===== config.mk =====
export PLATFORM = sky130hd
export DESIGN_NAME = iob_ethmac_mem_arbiter
export DESIGN_NICKNAME = d
export VERILOG_FILES = /design/src/rtl/iob_ethmac_mem_arbiter.sv
export SDC_FILE = /design/constraint.sdc
export NUM_CORES = 1
export LEC_CHECK = 0
export CORE_AREA = 2 2 123 125
export CTS_CLUSTER_DIAMETER = 40
export CTS_CLUSTER_SIZE = 8
export DETAILED_ROUTE_END_ITERATION = 8
export DIE_AREA = 0 0 125 127
export GPL_TIMING_DRIVEN = 0
export HOLD_SLACK_MARGIN = 0.05
export PLACE_DENSITY_LB_ADDON = 0.15
export SLEW_MARGIN = 5
export SYNTH_ARGS = -nofsm -noshare
export SYNTH_HDL_FRONTEND = slang
export SYNTH_SLANG_ARGS = --single-unit

===== constraint.sdc =====
create_clock -name clk_i -period 1.72 [get_ports clk_i]
set_clock_uncertainty 0.1 [all_clocks]
set_input_delay 0.258 -clock clk_i [delete_from_list [all_inputs] [get_ports clk_i]]
set_output_delay 0.258 -clock clk_i [all_outputs]
set_load 0.05 [all_outputs]

===== src/rtl/iob_ethmac_mem_arbiter.sv =====
// Round-robin arbiter that shares one IOb memory port between the MAC DMA (port 0)
// and a second IOb master (port 1). It allows one outstanding transaction and aborts it on timeout.
module iob_ethmac_mem_arbiter #(
  parameter int ADDR_W    = 32,
  parameter int DATA_W    = 32,
  parameter int TIMEOUT   = 1024,
  parameter int TIMEOUT_W = 11
) (
  input  logic                clk_i,
  input  logic                rst_i,
  input  logic                s0_valid_i,
  input  logic [ADDR_W-1:0]   s0_addr_i,
  input  logic [DATA_W-1:0]   s0_wdata_i,
  input  logic [DATA_W/8-1:0] s0_wstrb_i,
  output logic [DATA_W-1:0]   s0_rdata_o,
  output logic                s0_ready_o,
  output logic                s0_err_o,
  input  logic                s1_valid_i,
  input  logic [ADDR_W-1:0]   s1_addr_i,
  input  logic [DATA_W-1:0]   s1_wdata_i,
  input  logic [DATA_W/8-1:0] s1_wstrb_i,
  output logic [DATA_W-1:0]   s1_rdata_o,
  output logic                s1_ready_o,
  output logic                s1_err_o,
  output logic                m_valid_o,
  output logic [ADDR_W-1:0]   m_addr_o,
  output logic [DATA_W-1:0]   m_wdata_o,
  output logic [DATA_W/8-1:0] m_wstrb_o,
  input  logic [DATA_W-1:0]   m_rdata_i,
  input  logic                m_ready_i,
  input  logic                m_err_i,
  output logic                grant_o,
  output logic                busy_o,
  output logic                timeout_o
);

  localparam bit TMO_EN = (TIMEOUT != 0);
  localparam logic [TIMEOUT_W-1:0] TMO_LAST = TIMEOUT_W'((TIMEOUT == 0) ? 0 : TIMEOUT - 1);

  typedef enum logic {IDLE, BUSY} state_t;

  state_t               state, state_nxt;
  logic                 prio;
  logic                 grant;
  logic [TIMEOUT_W-1:0] cnt;
  logic                 req, pick, done, expire, finish;
  logic [DATA_W-1:0]    resp_rdata;
  logic                 resp_err;

  always_comb begin
    req       = s0_valid_i | s1_valid_i;
    // A lone requester wins outright; prio only decides a tie.
    pick      = (s0_valid_i & s1_valid_i) ? prio : s1_valid_i;
    done      = (state == BUSY) & m_ready_i;
    expire    = TMO_EN & (state == BUSY) & ~m_ready_i & (cnt == TMO_LAST);
    finish    = done | expire;
    state_nxt = state;
    case (state)
      IDLE:    if (req) state_nxt = BUSY;
      BUSY:    if (finish) state_nxt = IDLE;
      default: state_nxt = IDLE;
    endcase
  end

  always_ff @(posedge clk_i) begin
    if (rst_i) begin
      state     <= IDLE;
      prio      <= 1'b0;
      grant     <= 1'b0;
      cnt       <= '0;
      m_addr_o  <= '0;
      m_wdata_o <= '0;
      m_wstrb_o <= '0;
    end else begin
      state <= state_nxt;
      if (state == IDLE && req) begin
        grant     <= pick;
        m_addr_o  <= pick ? s1_addr_i  : s0_addr_i;
        m_wdata_o <= pick ? s1_wdata_i : s0_wdata_i;
        m_wstrb_o <= pick ? s1_wstrb_i : s0_wstrb_i;
        cnt       <= '0;
      end else if (state == BUSY) begin
        if (finish) prio <= ~grant;
        else        cnt  <= cnt + TIMEOUT_W'(1);
      end
    end
  end

  // Response routing: a timeout reports an error with zero data, and a real completion wins a tie.
  always_comb begin
    resp_rdata = done ? m_rdata_i : '0;
    resp_err   = done ? m_err_i : expire;
    s0_ready_o = finish & ~grant;
    s1_ready_o = finish & grant;
    s0_rdata_o = grant ? '0 : resp_rdata;
    s1_rdata_o = grant ? resp_rdata : '0;
    s0_err_o   = ~grant & resp_err;
    s1_err_o   = grant & resp_err;
  end

  assign m_valid_o = (state == BUSY);
  assign busy_o    = (state == BUSY);
  assign grant_o   = grant;
  assign timeout_o = expire;

endmodule


**Word-level counts from Yosys, hierarchy flattened**

Index checks and enable logic that the tools add are counted.

- Bitwise operators: 15
- Reductions and logical operators: 4
- Mux-type cells: 11
- Eq/ne operators: 1
- Add/sub/neg operators: 1

Operator list:

| operator | number |
|---|---|
| $mux W32 | 5 |
| $add A11 B1 Y11 const B | 1 |
| $eq A11 B10 Y1 const B | 1 |
| $and A1 B1 Y1 | 8 |
| $not A1 Y1 | 5 |
| $mux W1 | 4 |
| $mux W4 | 1 |
| $reduce_and A3 Y1 | 1 |
| $or A1 B1 Y1 | 2 |
| $pmux W1 S2 | 1 |
| $reduce_and A2 Y1 | 1 |
| $reduce_or A2 Y1 | 1 |
| $logic_and A1 B1 Y1 | 1 |

- Output and inout port bits: 140
- Bits of input ports: 174
- Bits in registers: 82
- Logic and storage cells: 39

**Longest topological paths before layout**

- Word-level depth: 6
- Mapped depth: 7
- Depth with buffers taken out: 5

**Least setup slack after synthesis**

Ideal clock, no wire load.

- Kind: reg2out
- Start: register cnt[0]
- End: output port s0_err_o
- Setup slack: -0.601 ns
- Data arrival time: 1.963 ns
- Stages on the path, launching flop included: 6
- Data required time: 1.362 ns
- Buffers on the path: 0
- Cell sequence: dfxtp_1 > ha_1 > nand4_2 > nor3_4 > mux2_2 > nor3b_2

- Longest elaborated chain between the ends: 4

Ends and longest elaborated chain:

| what | RTL line | RTL |
|---|---|---|
| start, declared | 45 | `logic [TIMEOUT_W-1:0] cnt;` |
| start signal, assigned | 84 | `else cnt <= cnt + TIMEOUT_W'(1);` |
| $eq A11 B10 Y1 | 55 | `expire = TMO_EN & (state == BUSY) & ~m_ready_i & (cnt == TMO_LAST);` |
| $and A1 B1 Y1 | 55 |  |
| $mux W1 | 92 | `resp_err = done ? m_err_i : expire;` |
| $and A1 B1 Y1 | 97 | `s0_err_o = ~grant & resp_err;` |
| end, declared | 17 | `output logic s0_err_o,` |

No other way between the ends.

**Final worst setup path**

- Start: register cnt[1]
- End: output port s0_err_o

The elaborated chain is that of the path after synthesis.

==> results.sh <==
export IMPL_hold_violations=0
export IMPL_rows=44
export IMPL_max_freq_mhz=475
export IMPL_ys_ff_latch=82
export IMPL_track_usage_pct=21.0
export IMPL_peakVddDrop_uv=379
export IMPL_multi_input_area_um2=2630
export IMPL_fp_coreArea_um2=14400
export IMPL_rsz0062_at_grt="yes"
export IMPL_vias=4775
export IMPL_grt_max_degree=20
export IMPL_fp_dieH_um=127
export IMPL_wire_per_inst_um=17.6
export IMPL_dieArea_um2=15900
export IMPL_critical_path_class="reg -> out"
export IMPL_cts_buffers=9
export IMPL_cellLeakagePower_nw=4.09
export IMPL_clock_latency_ps=330
export IMPL_synth_commonest_cells="dfxtp_1 (82), nor2_1 (75), a211oi_1 (68), mux2i_1 (68), and2_1 (66)"
export IMPL_synth_edf_count=0
export IMPL_drtPass1Iterations=4
export IMPL_cp_arrival_ps=1750
export IMPL_end_kind="primary output"
export IMPL_finalWeightedCongestion=0.959
export IMPL_cp_depth=6
export IMPL_status="complete, but fails checks"
export IMPL_ioPinCount=314
export IMPL_path_cells="ha_4 -> nand4_4 -> nor3_4 -> mux2_4 -> nor3b_4 -> buf_6"
export IMPL_maxSlewHeadroom_pct=61.5
export IMPL_slowest_delay_ps=350
export IMPL_finalWorstSetupSlack_ps=-386
export IMPL_drc=0
export IMPL_port_buffers=313
export IMPL_worst_pin_slew_ps=580
export IMPL_yosysMostFrequentCell="dfxtp_1"
export IMPL_layout_nets=987
export IMPL_holdCritPathClass="in -> reg"
export IMPL_power_density_nw_per_um2=751
export IMPL_cp_max_fo=2
export IMPL_final_cell_area_um2=8980
export IMPL_ys_seq_area_share_pct=39.4
export IMPL_cts_tree="yes"
export IMPL_reg2reg_from="cnt[0]"
export IMPL_syn_avg_cell_area_um2=9.07
export IMPL_synth_fp_nets=634
export IMPL_cts_max_path_buffers=2
export IMPL_ff2ff_path_depth=7
export IMPL_violations="negative setup slack"
export IMPL_cts_hold_buffers=0
export IMPL_synth_top_area_share_pct=39.4
export IMPL_ant_nets=0
export IMPL_placed_cell_area_um2=7700
export IMPL_slowest_stage="dfxtp_4"
export IMPL_crit_required_ps=1360
export IMPL_yosysWarnings=0
export IMPL_clkTransAtPathRegs_ps=60
export IMPL_dpl_hpwl_um=13500
export IMPL_syn_to_final_growth_pct=116
export IMPL_critPathLaunch="cnt[1]"
export IMPL_synthFlopType="dfxtp_1"
export IMPL_fill_cells=1215
export IMPL_yosysUniqueCellTypes=42
export IMPL_reg2reg_to="cnt[9]"
export IMPL_globalRouteOverflowTotal=0
export IMPL_netlist_area_um2=4170
export IMPL_wirelength_um=17600
export IMPL_start_util_pct=28.9
export IMPL_slew_viol_final=0
export IMPL_grt_pass1_vias=4877
export IMPL_via_per_inst=4.77
export IMPL_htreeDepth=3
export IMPL_drtIter0Drc=94
export IMPL_fin_crit_sh_pct=122
export IMPL_final_setup_viol_count=69
export IMPL_rrSetupSlack_ps=-20
export IMPL_cp_top_family="simple AND/OR/NAND/NOR gates"
export IMPL_power_mw=6.74
export IMPL_synthCells=459
export IMPL_ys_async_sr_fraction_pct=0
export IMPL_antenna_found_initial=1
export IMPL_period_minus_slack_ps=2110
export IMPL_start_kind="register"
export IMPL_yosys_top_cells_area="dfxtp_1 (39%), mux2i_1 (16%), a211oi_1 (12%)"
export IMPL_maxCapViolCount=0
export IMPL_hold_slack_ps=289
export IMPL_critPathBufInv=1
export IMPL_cts_sinks=82
export IMPL_yosys_area_top_type="dfxtp_1"
export IMPL_worstSetupEndpoint="s0_err_o"
export IMPL_drive_gt1_share_pct=30.6
export IMPL_grt_pass1_wl_um=26200
export IMPL_die_w_um=125
export IMPL_seq_area_um2=1660
export IMPL_cts_root_buf="clkbuf_16"
## cell usage in the layout (no fill, tap or decap), drive strengths merged, types with 2 or more instances in the layout
master         count
buf              119
nor3               2
mux2i             68
nand3              5
nand2              3
and3               4
inv                3
nor2              75
and2              66
dlygate4sd2       70
clkbuf            30
mux2               2
nand4              3
a211oi            68
bufinv             3
nor3b              2
or3                3
xor2               2
o21ai              7
clkdlybuf4s50    171
o31ai              4
or4                3
dfxtp             82
a21oi              7
## metrics by stage
| stage | setup TNS (ps) | std cells | setup WS [ps] | util (%) |
|---|---|---|---|---|
| 3_3_place_gp | -101480 | 956 | -1200 | 53.4 |
| 3_5_place_dp | -102380 | 956 | -1190 | 53.4 |
| 6_report | -15430 | 1002 | -386 | 62.3 |
| 2_1_floorplan | -344 | 459 | -246 | - |
| 5_1_grt | -19730 | 1002 | -472 | 62.3 |
| 4_1_cts | -16240 | 995 | -418 | 59.4 |
## how the worst min path moves through the flow
stage                     startpoint       to  slack, ps  cells after the start
after floorplan              cnt[10]  cnt[10]        310                      2
after global placement       cnt[10]  cnt[10]        320                      2
after detailed placement     cnt[10]  cnt[10]        320                      2
after CTS                    cnt[10]  cnt[10]        330                      2
after global routing      s0_valid_i   busy_o        350                      3
final                     s0_valid_i   busy_o        290                      3
## state kept, by name, indices dropped and copies added, names as in the netlist
register and flops:
m_addr_o 32, m_wdata_o 32, cnt 11, m_wstrb_o 4
busy_o 1, grant_o 1, prio 1
## layer usage
| metal | vias up | GRT usage [%] | wire length, um |
|---|---|---|---|
| li1 | 2335 | - | - |
| met1 | 2193 | 20.9 | 6360 |
| met2 | 220 | 41.0 | 9530 |
| met3 | 27 | 6.74 | 1350 |
| met4 | 0 | 6.80 | 411 |
| met5 | - | 0 | 0 |
## power by group
part	switching [mW]	internal, mW
combinational	1.38	1.04
clock	0.746	1.42
sequential	0.0893	2.07
## worst reg2reg max path, stage by stage (launching register included)
cell and delay (ps):
dfxtp_4 350, ha_4 170, nand4_4 110, nor3_4 60, buf_6 130, buf_6 120
or4_4 500, a21oi_2 130
## layout make-up
| type | count | area share [%] |
|---|---|---|
| Timing Repair Buffer | 345 | 42.0 |
| Multi-Input combinational cell | 335 | 29.3 |
| Sequential cell | 82 | 18.5 |
| Buffer | 36 | 3.72 |
| Clock buffer | 11 | 2.59 |
| Tap cell | 184 | 2.56 |
| Clock inverter | 5 | 1.13 |
| Inverter | 3 | 0.167 |
| Antenna cell | 1 | 0.0279 |
## cell families after synthesis
group	Yosys count	share of synthesized area (%)
XOR/XNOR	2	0.421
adder cells (fa/ha/maj)	1	0.300
AND/OR/NAND/NOR	171	21.8
AO/OA/AOI/OAI	91	16.1
multiplexers	70	17.0
buffers and inverters	42	4.96
flip-flops	82	39.4
## repair_timing
| action | CTS | global route |
|---|---|---|
| resized for setup | 671 | 107 |
| endpoints found under the setup margin | 159 | 145 |
| pin swaps | 21 | 18 |
| cloned | 4 | 4 |
| buffers inserted | 20 | 6 |
No activity file was read; power rests on OpenSTA's default activity.
